## src/rtl/priority_demux_1to6_if.sv

```systemverilog
// Bundle of source-side and sink-side signals for the 1-to-6 priority demux.
// The slave modport is the demux's view; the master modport is the environment's.
interface priority_demux_1to6_if #(
  parameter int WIDTH   = 8,
  parameter int COUNT_W = 8
);
  logic [WIDTH-1:0]     d_in;
  logic                 in_valid;
  logic                 in_ready;
  logic [4:0]           sel;
  logic [WIDTH-1:0]     d_out0;
  logic [WIDTH-1:0]     d_out1;
  logic [WIDTH-1:0]     d_out2;
  logic [WIDTH-1:0]     d_out3;
  logic [WIDTH-1:0]     d_out4;
  logic [WIDTH-1:0]     d_out5;
  logic [5:0]           out_valid;
  logic [5:0]           out_ready;
  logic [6*COUNT_W-1:0] count;

  modport slave (
    input  d_in, in_valid, sel, out_ready,
    output in_ready, d_out0, d_out1, d_out2, d_out3, d_out4, d_out5,
           out_valid, count
  );

  modport master (
    output d_in, in_valid, sel, out_ready,
    input  in_ready, d_out0, d_out1, d_out2, d_out3, d_out4, d_out5,
           out_valid, count
  );
endinterface

```

## src/rtl/priority_demux_1to6.sv

```systemverilog
// Single-entry buffered 1-to-6 demux: one word is held until its priority-selected
// sink takes it, with a wrapping delivery counter per channel.
module priority_demux_1to6 #(
  parameter int WIDTH   = 8,
  parameter int COUNT_W = 8
) (
  input  logic                     clk,
  input  logic                     rst,
  priority_demux_1to6_if.slave     bus
);

  typedef enum logic {ST_EMPTY, ST_FULL} state_t;

  // sel[4] wins; no bit set routes to channel 0
  function automatic logic [2:0] decode_dest(input logic [4:0] s);
    logic [2:0] d;
    d = 3'd0;
    if      (s[4]) d = 3'd5;
    else if (s[3]) d = 3'd4;
    else if (s[2]) d = 3'd3;
    else if (s[1]) d = 3'd2;
    else if (s[0]) d = 3'd1;
    return d;
  endfunction

  state_t             r_state;
  state_t             w_state_nxt;
  logic [WIDTH-1:0]   r_data_p1;
  logic [2:0]         r_dest_p1;
  logic [COUNT_W-1:0] r_count [6];

  logic               w_load;
  logic               w_drain;
  logic               w_in_ready;
  logic [5:0]         w_out_valid;
  logic [5:0]         w_inc;

  always_comb begin
    w_state_nxt = r_state;
    w_load      = 1'b0;
    w_drain     = 1'b0;
    w_in_ready  = 1'b0;
    case (r_state)
      ST_EMPTY: begin
        w_in_ready = 1'b1;
        if (bus.in_valid) begin
          w_load      = 1'b1;
          w_state_nxt = ST_FULL;
        end
      end
      ST_FULL: begin
        w_drain    = bus.out_ready[r_dest_p1];
        w_in_ready = w_drain;
        if (w_drain) begin
          if (bus.in_valid) w_load      = 1'b1;
          else              w_state_nxt = ST_EMPTY;
        end
      end
      default: w_state_nxt = ST_EMPTY;
    endcase
  end

  // p0 -> p1: accept into the holding register
  always_ff @(posedge clk) begin
    if (rst) begin
      r_state   <= ST_EMPTY;
      r_data_p1 <= '0;
      r_dest_p1 <= 3'd0;
    end else begin
      r_state <= w_state_nxt;
      if (w_load) begin
        r_data_p1 <= bus.d_in;
        r_dest_p1 <= decode_dest(bus.sel);
      end
    end
  end

  always_comb begin
    w_out_valid = '0;
    if (r_state == ST_FULL) w_out_valid[r_dest_p1] = 1'b1;
  end

  assign w_inc         = w_out_valid & bus.out_ready;
  assign bus.in_ready  = w_in_ready;
  assign bus.out_valid = w_out_valid;
  assign bus.d_out0    = w_out_valid[0] ? r_data_p1 : '0;
  assign bus.d_out1    = w_out_valid[1] ? r_data_p1 : '0;
  assign bus.d_out2    = w_out_valid[2] ? r_data_p1 : '0;
  assign bus.d_out3    = w_out_valid[3] ? r_data_p1 : '0;
  assign bus.d_out4    = w_out_valid[4] ? r_data_p1 : '0;
  assign bus.d_out5    = w_out_valid[5] ? r_data_p1 : '0;

  // p1: delivery counters, wrapping naturally at 2^COUNT_W
  for (genvar gi = 0; gi < 6; gi++) begin : g_cnt
    always_ff @(posedge clk) begin
      if (rst)            r_count[gi] <= '0;
      else if (w_inc[gi]) r_count[gi] <= r_count[gi] + 1'b1;
    end
    assign bus.count[gi*COUNT_W +: COUNT_W] = r_count[gi];
  end

endmodule
```

## src/flat_wrapper.sv

```systemverilog
// flat-port wrapper written by rule: the top's interface ports become plain ports
module priority_demux_1to6_flat 
#(
  parameter int WIDTH   = 8,
  parameter int COUNT_W = 8
)
  (clk, rst, bus_d_in, bus_in_valid, bus_sel, bus_out_ready, bus_in_ready, bus_d_out0, bus_d_out1, bus_d_out2, bus_d_out3, bus_d_out4, bus_d_out5, bus_out_valid, bus_count);
  priority_demux_1to6_if #(.WIDTH(WIDTH), .COUNT_W(COUNT_W)) bus_i ();
  input  logic clk;
  input  logic rst;
  input wire logic [$bits(bus_i.d_in)-1:0] bus_d_in;
  input wire logic [$bits(bus_i.in_valid)-1:0] bus_in_valid;
  input wire logic [$bits(bus_i.sel)-1:0] bus_sel;
  input wire logic [$bits(bus_i.out_ready)-1:0] bus_out_ready;
  output wire logic [$bits(bus_i.in_ready)-1:0] bus_in_ready;
  output wire logic [$bits(bus_i.d_out0)-1:0] bus_d_out0;
  output wire logic [$bits(bus_i.d_out1)-1:0] bus_d_out1;
  output wire logic [$bits(bus_i.d_out2)-1:0] bus_d_out2;
  output wire logic [$bits(bus_i.d_out3)-1:0] bus_d_out3;
  output wire logic [$bits(bus_i.d_out4)-1:0] bus_d_out4;
  output wire logic [$bits(bus_i.d_out5)-1:0] bus_d_out5;
  output wire logic [$bits(bus_i.out_valid)-1:0] bus_out_valid;
  output wire logic [$bits(bus_i.count)-1:0] bus_count;
  assign bus_i.d_in = bus_d_in;
  assign bus_i.in_valid = bus_in_valid;
  assign bus_i.sel = bus_sel;
  assign bus_i.out_ready = bus_out_ready;
  assign bus_in_ready = bus_i.in_ready;
  assign bus_d_out0 = bus_i.d_out0;
  assign bus_d_out1 = bus_i.d_out1;
  assign bus_d_out2 = bus_i.d_out2;
  assign bus_d_out3 = bus_i.d_out3;
  assign bus_d_out4 = bus_i.d_out4;
  assign bus_d_out5 = bus_i.d_out5;
  assign bus_out_valid = bus_i.out_valid;
  assign bus_count = bus_i.count;
  priority_demux_1to6 #(.WIDTH(WIDTH), .COUNT_W(COUNT_W)) u_core (.clk(clk), .rst(rst), .bus(bus_i));
endmodule
```

## config.mk

```make
export PLATFORM = sky130hd
export DESIGN_NAME = priority_demux_1to6_flat
export DESIGN_NICKNAME = d
export VERILOG_FILES = /design/src/rtl/priority_demux_1to6_if.sv /design/src/rtl/priority_demux_1to6.sv /design/src/flat_wrapper.sv
export SDC_FILE = /design/constraint.sdc
export NUM_CORES = 1
export LEC_CHECK = 0
export BUFFER_PORTS_ARGS = -buffer_cell sky130_fd_sc_hd__buf_4
export CAP_MARGIN = 40
export CELL_PAD_IN_SITES_DETAIL_PLACEMENT = 1
export CELL_PAD_IN_SITES_GLOBAL_PLACEMENT = 1
export CORE_UTILIZATION = 38
export CTS_BUF_LIST = sky130_fd_sc_hd__clkbuf_4
export DETAILED_ROUTE_END_ITERATION = 8
export HOLD_SLACK_MARGIN = 0.02
export PLACE_DENSITY_LB_ADDON = 0.1
export SYNTH_ARGS = -nofsm -noshare
export SYNTH_HDL_FRONTEND = slang
export SYNTH_SLANG_ARGS = --single-unit
```

## constraint.sdc

```tcl
create_clock -name clk -period 2.1 [get_ports clk]
set_input_delay 0.42 -clock clk [delete_from_list [all_inputs] [get_ports clk]]
set_output_delay 0.42 -clock clk [all_outputs]
set_load 0.02 [all_outputs]
```

* Word level (Yosys, flattened, before mapping) *
Memories as Yosys holds them, arrays and structs flattened.
Index checks and enable logic that the tools add are counted.

storage, ports and cells
  memories kept = 1
  register bits after elaboration = 12
  logic and storage cells = 69
  memory bits (writable) = 48
  output and inout bits = 103

operators by class
  add/sub/neg operators = 6
  muxes and demuxes = 48
  order comparisons = 2
  bitwise operators = 8
  reductions and logical operators = 1

memory list
  name            words  width  read ports  clocked after Yosys merged registers in  write ports  RTL line                   RTL
  u_core.r_count  6      8      6           0                                        6            priority_demux_1to6.sv:30  logic [COUNT_W-1:0] r_count [6];

operators with widths
  kind                 count
  $mux 8               12
  $add 8x1->8 const B  6
  $mux 1               26
  $mux 3               4
  $and 6x6->6          1
  $mux 6               1
  $or 1x1->1           6
  $pmux 1 s2           3
  $lt 3x4->1 const B   1
  $bmux 1 s3           1
  $demux 1 s3          1
  $ge 3x1->1 const B   1
  $logic_and 1x1->1    1
  $not 1->1            1

* Longest topological paths before layout *
  word-level depth = 10
  gate-level depth with buffers = 5
  gate-level depth less buffers = 5

* Worst setup path after synthesis *
Ideal clock, no wire load.

  path type = reg-to-output
  start point = register u_core.r_dest_p1[0]
  end point = output bus_d_out3[0]
  path slack = 225 ps
  arrival time = 1455 ps
  stages on the path, launching flop included = 5
  buffers on the path = 1
  cell sequence = dfxtp_1 buf_4 nand2b_1 nor2_1 and2_1

between the ends
  word-level cells in the longest chain between the ends = 6
  elaborated cells between the ends (all ways) = 7
  those cells by class = order compare (2); mux (4); reduce/logical (1)

ends and longest elaborated chain
  item                                                                   RTL line                   RTL
  start: declaration                                                     priority_demux_1to6.sv:29  logic [2:0] r_dest_p1;
  start signal: assignment                                               priority_demux_1to6.sv:73  r_dest_p1 <= decode_dest(bus.sel);
  $lt 3x4->1 (not written as such) / $ge 3x1->1 (equally long branches)  priority_demux_1to6.sv:80  if (r_state == ST_FULL) w_out_valid[r_dest_p1] = 1'b1;
  $logic_and 1x1->1 (not written as such)                                priority_demux_1to6.sv:80
  $mux 1 (not written as such)                                           priority_demux_1to6.sv:80
  $demux 1 s3 (*)                                                        --
  $mux 6 (*)                                                             priority_demux_1to6.sv:80
  named net bus_out_valid[3]                                             flat_wrapper.sv:22         output wire logic [$bits(bus_i.out_valid)-1:0] bus_out_valid;
  $mux 8 (*)                                                             priority_demux_1to6.sv:89  assign bus.d_out3 = w_out_valid[3] ? r_data_p1 : '0;
  end: declaration                                                       flat_wrapper.sv:19         output wire logic [$bits(bus_i.d_out3)-1:0] bus_d_out3;

The timed path passes the listed nets; every way through them passes the cells marked *.

* Worst setup path after layout *
  start point = register u_core.r_dest_p1[0]
  end point = output bus_in_ready

between the ends
  word-level cells in the longest chain between the ends = 3

ends and longest elaborated chain
  item                          RTL line                   RTL
  $bmux 1 s3                    priority_demux_1to6.sv:52  w_drain = bus.out_ready[r_dest_p1];
  $mux 1 (not written as such)  priority_demux_1to6.sv:52
  $pmux 1 s2                    priority_demux_1to6.sv:43  case (r_state)
  end: declaration              flat_wrapper.sv:15         output wire logic [$bits(bus_i.in_ready)-1:0] bus_in_ready;

No other way between the ends. The select of a mux whose other input is x is not followed.

==> impl_metrics.ini <==
[setup_path]
end_kind = primary output
cp.depth = 4
slowest_stage = dfxtp_4
critPathLaunchType = flop
timing.rr.start = u_core.r_dest_p1[0]
crit_end = bus_in_ready
critical_path_buf_inv_count = 1
max_stage_delay_ns = 0.42
reg2regPathDepth = 6
cp.required_ns = 1.68
reg2reg_slack_ns = 0.51
critical_path.cell_chain = mux2i_2 > o21ai_2 > or2_2 > buf_4
rr_endpoint = u_core.r_data_p1[5]
path_delay_family = flip-flops
path_max_fanout = 7
crit_arrival_ns = 1.64
startpoint = u_core.r_dest_p1[0]
path_class = reg2out

[synthesis]
avgSynthCellArea_sq_um = 10.3
yosysUniqueCellTypes = 33
synth_fp_nets = 355
synth_cells = 327
ys_warn_count = 0
yosysSeqAreaShare = 0.499
synth-seq-cells = 60
syn_area_sq_um = 3370

[clock_network]
htree_levels = 3
clk_pin_slew_ns = 0.10
cts_tree = done
clock_latency_ns = 0.40
ctsLongestPathBuffers = 2
numCtsBuffers = 9
cts-root-buf = clkbuf_4
cts_num_sinks = 60
cts_hold_buf = 0

[grt]
track_usage = 0.209
grt_max_degree = 32
overflow = 0
antenna_found_initial = 0
grt_pass1_wl_um = 14600
grt_pass1_vias = 2930

[floorplanning]
core_sq_um = 8380
die_w_um = 96.2
die_area_sq_um = 9250
rows = 33
chipHeight_um = 96.2
io_pins = 125
start_util = 0.402

[sta]
slew_viol_final = 0
holdWs_ns = 0.278
finClkSkew_ns = 0.00924
fmax_ghz = 0.484
fin_crit_sh = 0.983
setup_viol = 0
hold_viol = 0
worst_slew_pin_slew_ns = 0.430
period_minus_slack_ns = 2.06
fin_ws_ns = 0.0351
slew_headroom = 0.712

[drt]
postRouteAntennaNets = 0
post-route-drc-count = 0
drt-vias-per-instance = 5.06
drt_iter0_drc = 78
wl_um = 9450
routedWlPerCell_um = 16.3
vias = 2934
dr.pass1.iters = 4

[pwr]
power.leakage_nw = 2.09
power_density_nw_per_um2 = 564
irDropWorstVdd_uv = 244

[placement]
dp_hpwl_um = 6900
place_inst = 560
place_area_sq_um = 4470
portBuffers = 124
place_ws_ns = 0.312
place.gp.congestion = 0.759

[finish]
final_nets = 498
final_cell_area_sq_um = 4690
nFillCells = 978
drive_gt1_frac = 0.366
fin_util = 0.560
antennaDiodeCount = 0
layout.cells.non_filler = 580
syn_to_final_growth_pct = 39.2

[run]
maxCapViolations = 0

[outcome]
outcome = finished, final reports clean

[worst_hold_path]
hp-class = in2reg
## final cells by class
type	count	area, sq um	area share
Clock inverter	6	55.1	0.0117
Clock buffer	10	75.1	0.0160
Tap cell	105	131	0.0280
Timing Repair Buffer	138	1040	0.222
Sequential cell	60	1690	0.361
Multi-Input combinational cell	253	1660	0.355
Inverter	8	30.0	0.00640
## synthesized netlist by cell type (all sizes together)
cell type | number | area share
and3 | 13 | 0.024
buf | 3 | 0.0071
xor2 | 27 | 0.070
o22ai | 1 | 0.0037
nor3b | 1 | 0.0037
o32ai | 1 | 0.0048
dfxtp | 12 | 0.071
nand2b | 23 | 0.043
edfxtp | 48 | 0.43
nand4b | 1 | 0.0026
o21ai | 3 | 0.0067
and4 | 1 | 0.0026
xnor2 | 9 | 0.023
ha | 6 | 0.022
inv | 8 | 0.0089
and2 | 49 | 0.091
nand4 | 2 | 0.0037
mux2i | 12 | 0.036
nand3 | 29 | 0.043
mux2 | 1 | 0.0033
clkbuf | 3 | 0.0033
o21bai | 1 | 0.0022
a21oi | 2 | 0.0030
a21o | 6 | 0.013
nor2 | 56 | 0.063
nand2 | 3 | 0.0033
nor2b | 2 | 0.0037
or2 | 2 | 0.0037
nor3 | 2 | 0.0059
## cell usage in the layout, fill, tap and decap left out, types with 6 or more instances in the layout
cell type	n
xnor2_1	9
and3_1	13
nand3_1	29
a21o_1	6
clkbuf_4	10
and2_1	49
xor2_1	27
inv_1	8
nand2b_1	21
ha_1	6
mux2i_1	11
edfxtp_1	48
nor2_1	52
dfxtp_1	8
buf_4	136
## flip-flops by register name, summed over array words and instances, names as in the netlist
register and flops:
u_core.r_data_p1 8, u_core.r_state 1, u_core.r_count 48, u_core.r_dest_p1 3
## cells by family (layout without fill, tap and decap cells)
family	after synthesis	after routing	synth area share
simple gates	184	184	0.293
flops	60	60	0.499
buf+inv	14	162	0.0193
mux	13	13	0.0390
xor+xnor	36	36	0.0935
compound gates	14	14	0.0338
fa+ha+maj	6	6	0.0223
## metrics by stage
step	power [mW]	setup TNS, ns
floorplan	1.65	0
global placement	1.83	0
detailed placement	1.84	0
CTS	2.65	-0.0216
global route	2.76	-0.141
finish	2.64	0
## repair_timing
item,CTS,global route
endpoints found under the setup margin,48,46
pin swaps,0,1
buffers inserted,1,3
resized for setup,7,12
gates cloned,0,0
## layer usage
metal	track usage	routed length, um	share of wire
met5	0	0	0
met4	0.0634	157	0.017
met3	0.0490	561	0.059
met2	0.363	4720	0.50
met1	0.255	4000	0.42
## how the worst min path moves through the flow
stage                         from                  end  slack (ns)  cells past startpoint
2_1_floorplan  u_core.r_data_p1[2]  u_core.r_data_p1[2]        0.49                      2
3_3_place_gp   u_core.r_data_p1[5]  u_core.r_data_p1[5]        0.52                      2
3_5_place_dp   u_core.r_data_p1[5]  u_core.r_data_p1[5]        0.53                      2
4_1_cts                bus_d_in[1]  u_core.r_data_p1[1]        0.26                      3
5_1_grt                bus_d_in[4]  u_core.r_data_p1[4]        0.27                      3
6_report               bus_d_in[1]  u_core.r_data_p1[1]        0.28                      3
## where the power goes
group          internal, mW  total (mW)  leakage, nW  switching, mW
Clock                 0.365       0.808       0.0712          0.443
Combinational         0.191       0.414         1.42          0.224
Sequential             1.34        1.42        0.598         0.0815
Total                  1.90        2.64         2.09          0.748
## worst min-delay path, cell delays in order
cell	delay (ns)
buf_4	0.11
nand2b_1	0.06
mux2i_1	0.05
(Power assumes the default switching activity.)
